<file path="src/rtl/vga_pkg.sv">
// Shared VGA definitions: screen codes used by the screen multiplexer and the
// PS/2 key constants interpreted by the screen sequencer.
package vga_pkg;

    // Screen codes; the encoding is fixed because the multiplexer decodes it.
    typedef enum logic [1:0] {
        StStart   = 2'd0,
        StGame    = 2'd1,
        StPlayer1 = 2'd2,
        StPlayer2 = 2'd3
    } screen_e;

    localparam logic [1:0] SCREEN_START    = 2'd0;
    localparam logic [1:0] SCREEN_GAME     = 2'd1;
    localparam logic [1:0] SCREEN_PLAYER_1 = 2'd2;
    localparam logic [1:0] SCREEN_PLAYER_2 = 2'd3;

    // PS/2 make codes and the break prefix.
    localparam logic [7:0] KEY_START    = 8'h5A;
    localparam logic [7:0] KEY_ABORT    = 8'h76;
    localparam logic [7:0] BREAK_PREFIX = 8'hF0;

    // Width of a frame counter that must hold the larger of the two frame limits.
    function automatic int unsigned hold_cnt_width(int unsigned hold_frames,
                                                   int unsigned auto_frames);
        int unsigned max_frames;
        max_frames = (hold_frames > auto_frames) ? hold_frames : auto_frames;
        if (max_frames == 0) begin
            max_frames = 1;
        end
        return $clog2(max_frames + 1);
    endfunction

endpackage

</file>
<file path="src/rtl/screen_fsm_key_event_det.sv">
// Key press detector: registers the last PS/2 scan pair and flags a new make
// code (changed value, not a break) as a one-cycle start or abort pulse.
module key_event_det
    import vga_pkg::*;
(
    input  logic        clk_i,
    input  logic        rst_ni,
    input  logic [15:0] keycode_i,
    output logic        start_evt_o,
    output logic        abort_evt_o
);

    logic [15:0] prev_keycode_q;
    logic        press;

    // Remember the previous scan pair so a held key is only reported once.
    always_ff @(posedge clk_i or negedge rst_ni) begin
        if (!rst_ni) begin
            prev_keycode_q <= 16'h0000;
        end else begin
            prev_keycode_q <= keycode_i;
        end
    end

    // A press is a new scan pair that is not a break code.
    always_comb begin
        press       = (keycode_i != prev_keycode_q) && (keycode_i[15:8] != BREAK_PREFIX);
        start_evt_o = press && (keycode_i[7:0] == KEY_START);
        abort_evt_o = press && (keycode_i[7:0] == KEY_ABORT);
    end

endmodule

</file>
<file path="src/rtl/screen_fsm.sv">
// Screen sequencer: START -> GAME -> PLAYER_1/PLAYER_2 -> START, driven by key
// presses and scores, committing screen changes only on a vblank rising edge.
// Optional build macro SCREEN_AUTO_RETURN_EN: win screens return to START on
// their own after AUTO_RETURN_FRAMES frames.
module screen_fsm
    import vga_pkg::*;
#(
    parameter int unsigned WIN_POINTS         = 10,
    parameter int unsigned WIN_HOLD_FRAMES    = 120,
    parameter int unsigned AUTO_RETURN_FRAMES = 600
) (
    input  logic        clk,
    input  logic        rst_n,
    input  logic        vblnk,
    input  logic [15:0] keycode,
    input  logic [4:0]  p1_score,
    input  logic [4:0]  p2_score,
    output logic [1:0]  screen,
    output logic        game_rst,
    output logic        game_active
);

    localparam int unsigned CntW = hold_cnt_width(WIN_HOLD_FRAMES, AUTO_RETURN_FRAMES);

    localparam logic [4:0]      WinPts  = 5'(WIN_POINTS);
    localparam logic [CntW-1:0] CntOne  = CntW'(1);
    localparam logic [CntW-1:0] HoldMax = CntW'(WIN_HOLD_FRAMES);
`ifdef SCREEN_AUTO_RETURN_EN
    localparam logic [CntW-1:0] CntSat   = CntW'(AUTO_RETURN_FRAMES);
    // Counter value at the tick that completes the auto-return period.
    localparam logic [CntW-1:0] AutoLast = CntW'(AUTO_RETURN_FRAMES - 1);
`else
    localparam logic [CntW-1:0] CntSat  = HoldMax;
`endif

    screen_e         screen_q, screen_d;
    logic            game_rst_q, game_rst_d;
    logic            game_active_q, game_active_d;
    logic            vblnk_q;
    logic            start_req_q, start_req_d;
    logic            abort_req_q, abort_req_d;
    logic [CntW-1:0] hold_cnt_q, hold_cnt_d;

    logic frame_tick;
    logic start_evt;
    logic abort_evt;
    logic start_now;
    logic abort_now;

    key_event_det u_key_event_det (
        .clk_i       (clk),
        .rst_ni      (rst_n),
        .keycode_i   (keycode),
        .start_evt_o (start_evt),
        .abort_evt_o (abort_evt)
    );

    // Frame tick and effective requests; a press in the tick cycle counts.
    always_comb begin
        frame_tick = vblnk & ~vblnk_q;
        start_now  = start_req_q | start_evt;
        abort_now  = abort_req_q | abort_evt;
    end

    // Next screen, hold counter and request latches, evaluated per frame tick.
    always_comb begin
        screen_d    = screen_q;
        game_rst_d  = 1'b0;
        hold_cnt_d  = hold_cnt_q;
        start_req_d = start_now;
        abort_req_d = abort_now;

        if (frame_tick) begin
            // Requests live at most until the next tick, honoured or not.
            start_req_d = 1'b0;
            abort_req_d = 1'b0;
            unique case (screen_q)
                StStart: begin
                    if (start_now) begin
                        screen_d   = StGame;
                        game_rst_d = 1'b1;
                    end
                end
                StGame: begin
                    if (abort_now) begin
                        screen_d = StStart;
                    end else if (p1_score >= WinPts) begin
                        screen_d = StPlayer1;
                    end else if (p2_score >= WinPts) begin
                        screen_d = StPlayer2;
                    end
                end
                StPlayer1, StPlayer2: begin
                    if (hold_cnt_q != CntSat) begin
                        hold_cnt_d = hold_cnt_q + CntOne;
                    end
`ifdef SCREEN_AUTO_RETURN_EN
                    if (start_now && (hold_cnt_q >= HoldMax)) begin
                        screen_d = StStart;
                    end else if (hold_cnt_q >= AutoLast) begin
                        screen_d = StStart;
                    end
`else
                    if (start_now && (hold_cnt_q == HoldMax)) begin
                        screen_d = StStart;
                    end
`endif
                end
                default: begin
                    screen_d = StStart;
                end
            endcase
        end

        // Any screen change restarts the hold count and drops stale requests.
        if (screen_d != screen_q) begin
            hold_cnt_d  = '0;
            start_req_d = 1'b0;
            abort_req_d = 1'b0;
        end

        game_active_d = (screen_d == StGame);
    end

    // State registers.
    always_ff @(posedge clk or negedge rst_n) begin
        if (!rst_n) begin
            screen_q      <= StStart;
            game_rst_q    <= 1'b0;
            game_active_q <= 1'b0;
            vblnk_q       <= 1'b0;
            start_req_q   <= 1'b0;
            abort_req_q   <= 1'b0;
            hold_cnt_q    <= '0;
        end else begin
            screen_q      <= screen_d;
            game_rst_q    <= game_rst_d;
            game_active_q <= game_active_d;
            vblnk_q       <= vblnk;
            start_req_q   <= start_req_d;
            abort_req_q   <= abort_req_d;
            hold_cnt_q    <= hold_cnt_d;
        end
    end

    assign screen      = screen_q;
    assign game_rst    = game_rst_q;
    assign game_active = game_active_q;

endmodule

</file>
<file path="config.mk">
export PLATFORM = sky130hd
export DESIGN_NAME = screen_fsm
export DESIGN_NICKNAME = d
export VERILOG_FILES = /design/src/rtl/vga_pkg.sv /design/src/rtl/screen_fsm_key_event_det.sv /design/src/rtl/screen_fsm.sv
export SDC_FILE = /design/constraint.sdc
export NUM_CORES = 1
export LEC_CHECK = 0
export BUFFER_PORTS_ARGS = -buffer_cell sky130_fd_sc_hd__buf_2
export CAP_MARGIN = 25
export CORE_UTILIZATION = 48
export CTS_CLUSTER_SIZE = 40
export DETAILED_ROUTE_END_ITERATION = 12
export GPL_ROUTABILITY_DRIVEN = 0
export PLACE_DENSITY = 0.74
export REMOVE_ABC_BUFFERS = 1
export SYNTH_ARGS = -nofsm -noshare
export SYNTH_HDL_FRONTEND = slang
export SYNTH_HIERARCHICAL = 1
export SYNTH_SLANG_ARGS = --single-unit
</file>
<file path="constraint.sdc">
create_clock -name clk -period 2.1 [get_ports clk]
set_clock_uncertainty 0.1 [all_clocks]
set_input_delay 0.105 -clock clk [delete_from_list [all_inputs] [get_ports clk]]
set_output_delay 0.105 -clock clk [all_outputs]
set_load 0.005 [all_outputs]
</file>
==> flow_summary_export.csv <==
group,metric,value,unit
critical_path,critical-path-slowest-cell,"sky130_fd_sc_hd__dfrtp_1",
power_and_ir_drop,sum_of_internal_switching_and_leakage_power,0.00153,W
sta,timing.final.crit_share,1.09,
route,dr.pass1.iters,4,
power_and_ir_drop,switching_power,0.000470,W
synth,synth.yosys.seq_area_share,0.536,
floorplan,row_count,20,
global_routing,grt_pass1_vias,1243,
critical_path,cp_data_arrival_time,2.46,ns
sta,max_clock_freq,0.437,GHz
placed_design,worst_case_setup_slack_after_placement,-0.173,ns
clocking,cts-buffers-inserted,5,
sta,hold_viol_final,0,
clocking,cts_max_level,2,
global_routing,grt_use_met1,0.301,
synth,synthMostInstantiatedCell,"sky130_fd_sc_hd__dfrtp_1",
final_layout,multi_input_comb_area,773,um^2
route,post_drt_via_cell_ratio,5.20,
global_routing,grt_overflow,0,
floorplan,io_pins,33,
clocking,clk_transition_reported_paths,0.11,ns
global_routing,grt_use_met3,0.0747,
sta,unrepaired_setup_endpoints_after_global_routing,"true",
final_layout,area_growth_from_synthesis_to_layout,37.3,%
synth,warnings_synthesis,6,
power_and_ir_drop,leakage,0.906,nW
clocking,clk-insertion-delay-late,0.34,ns
sta,timing.final.max_slew_violations,0,
synth,synth-edff-count,0,
final_layout,fin_util,0.693,
critical_path,slowest_delay,0.38,ns
synth,synth.ff_latch_count,33,
sta,report.final.setup_viol,11,
power_and_ir_drop,power.sequential.fraction,0.503,
synth,ys_async_sr_fraction,1.00,
floorplan,die_width,58.6,um
global_routing,grt_start_max_net_pins,34,
synth,synth.avg_cell_area,11.2,um^2
critical_path,critical_path.cell_chain,"xnor2_1 > nand4_1 > nor4_4 > nor4_2 > or3_4 > nor4_4 > buf_4 > o22ai_2 > nor2_1",
placed_design,dpl-instance-area,1780,um^2
global_routing,grtUsageMet2,0.342,
run_status,outcome,"finished, violations left",
sta,finalWorstPathRequiredPeriod,2.29,ns
clocking,clkSinkCount,33,
run_status,violated_checks,"setup timing",
global_routing,global_route.peak_usage_layer,"met2",
power_and_ir_drop,powerDensity,725,nW/um^2
route,aggregate_routed_wire_length,3480,um
synth,synth_top_area_cell,"sky130_fd_sc_hd__dfrtp_1",
route,routed_length_per_placed_instance,14.2,um
sta,maxSlewHeadroom,0.510,
critical_path,number_of_buffers_and_inverters_on_the_critical_path,1,
synth,netlist.area_leader.share,0.536,
flow_run,timing.max_cap.violations,0,
critical_path,critPathTopFamily,"simple AND/OR/NAND/NOR gates",
critical_path,cp_common_cell,"sky130_fd_sc_hd__nor4_4",
critical_path,criticalPathCategory,"reg -> reg",
global_routing,grt_pass1_wl,5660,um
synth,synth_common_cells,"33 x sky130_fd_sc_hd__dfrtp_1, 24 x sky130_fd_sc_hd__xnor2_1, 23 x sky130_fd_sc_hd__nor2_1",
critical_path,crit_required,2.27,ns
floorplan,fp.coreArea,3050,um^2
global_routing,number_of_antenna_violations_at_the_first_check_in_global_routing,0,
critical_path,critPathLaunchType,"register",
route,route.antenna.remaining_nets,0,
clocking,cts.root.buffer_cell,"sky130_fd_sc_hd__clkbuf_4",
floorplan,overall_die_area,3440,um^2
critical_path,critPathCaptureType,"register",
final_layout,finalInstanceArea,2110,um^2
global_routing,globalRouteTotalUtil,0.227,
final_layout,final.fill_count,246,
route,vias,1275,
clocking,clock_tree.buffer_depth,2,
placed_design,hpwl,2180,um
sta,setup_slack_of_the_critical_path_after_layout,-0.187,ns
synth,syn_area,1540,um^2
final_layout,antenna-diode-count,0,
sta,timing_worst_slew_pin_value,0.735,ns
final_layout,fraction_of_final_layout_cells_sized_beyond_drive_strength_1,0.328,
final_layout,register_area,826,um^2
floorplan,die_height,58.6,um
clocking,tritoncts,"yes",
final_layout,nets,231,
power_and_ir_drop,proportion_of_power_drawn_by_the_clock_network,0.271,
floorplan,initial_utilization,0.505,
power_and_ir_drop,p_comb_frac,0.227,
power_and_ir_drop,power.internal,0.00106,W
critical_path,timing.critical_path.fanout_max,5,
synth,synth.top_cells.by_area,"sky130_fd_sc_hd__dfrtp_1 54%, sky130_fd_sc_hd__xnor2_1 14%, sky130_fd_sc_hd__nor2_1 5.6%",
synth,synthCells,138,
hold_path,holdCritPathClass,"in -> reg",
route,drc_marker_count_from_the_first_detailed_route_iteration,36,
placed_design,buffer_ports.inserted,30,
synth,synth.distinct_cells,33,
route,drc,0,
synth,ys.flop_type,"sky130_fd_sc_hd__dfrtp_1",
power_and_ir_drop,netSwitchingFraction,0.307,
power_and_ir_drop,ir_worst_vdd,432,uV
==> metal layers <==
| metal | vias up | part of all wire |
|---|---|---|
| met3 | 8 | 0.058 |
| met2 | 50 | 0.45 |
| met4 | 0 | 0.022 |
| li1 | 611 | - |
| met1 | 606 | 0.47 |
| met5 | - | 0 |
==> sequential cells by signal, summed over array words and instances, names as in the netlist <==
name	count
game_active	1
start_req_q	1
u_key_event_det/prev_keycode_q	16
vblnk_q	1
hold_cnt_q	10
game_rst	1
screen	2
abort_req_q	1
==> power by group through the flow <==
stage | Combinational (W) | Clock (W) | Sequential, W
detailed placement | 0.000285 | 0 | 0.000777
floorplan | 0.000183 | 0 | 0.000764
global placement | 0.000275 | 0 | 0.000773
CTS | 0.000314 | 0.000421 | 0.000765
global route | 0.000387 | 0.000451 | 0.000779
finish | 0.000347 | 0.000415 | 0.000770
==> area by class of cell <==
| type | instances | share of cell area |
|---|---|---|
| Multi-Input combinational cell | 103 | 0.366 |
| Sequential cell | 33 | 0.391 |
| Inverter | 2 | 0.00355 |
| Timing Repair Buffer | 55 | 0.181 |
| Tap cell | 44 | 0.0260 |
| Clock inverter | 1 | 0.00237 |
| Clock buffer | 7 | 0.0308 |
==> cell families after synthesis <==
group                      after synthesis  synth area share
and+or+nand+nor                         62             0.224
DFF                                     33             0.536
xor gates and xnor gates                24             0.136
AOI/OAI and AO/OA                       13            0.0707
buffers and inverters                    3           0.00975
adders and majority gates                2            0.0162
muxes                                    1           0.00650
==> layout by cell type (no fill, tap or decap), drive strengths merged <==
cell,count
a21oi,3
a31oi,1
a41oi,1
and2b,1
and4,2
buf,37
clkbuf,7
clkinv,1
dfrtp,33
dlygate4sd3,18
ha,2
inv,2
mux2i,1
nand2,8
nand3,2
nand3b,2
nand4,7
nand4b,1
nor2,23
nor2b,1
nor3,6
nor3b,1
nor4,5
o21a,2
o21ai,4
o22ai,2
o41ai,1
or2,1
or3,1
or4,1
xnor2,24
==> worst paths after layout <==
path	start	end	slack, ns	depth (start not counted)
max in group asynchronous	rst_n	u_key_event_det/prev_keycode_q[5]	1.18	2
min reg2reg	start_req_q	start_req_q	0.45	2
max reg2reg	u_key_event_det/prev_keycode_q[14]	hold_cnt_q[9]	-0.19	9
min	p1_score[4]	screen[0]	0.09	4
min in group asynchronous	rst_n	hold_cnt_q[1]	0.25	2
max	u_key_event_det/prev_keycode_q[14]	hold_cnt_q[9]	-0.19	9
==> worst register-to-register path, delay by kind of cell (launching register included) <==
family	cells	cell delay (ns)
buf+inv	1	0.19
xor+xnor	1	0.18
simple gates	6	1.25
flops	1	0.38
compound gates	1	0.12
==> metrics by stage <==
stage / hold slack [ns] / TNS (ns) / std cells
finish: 0.0908 / -1.82 / 245
global route: 0.0935 / -3.65 / 245
CTS: 0.0657 / -1.29 / 242
detailed placement: 0.107 / -1.81 / 216
global placement: 0.0811 / -1.52 / 216
floorplan: -0.291 / 0 / 137
==> timing repair <==
item	CTS	global route
setup buffers	0	2
gates resized for setup	2	12
hold buffers	18	0
endpoints found under the hold margin	50	0
pin swaps	0	4
cloned	0	1
endpoints found under the setup margin	11	12
Note: power is estimated with default switching activity, not from simulation.
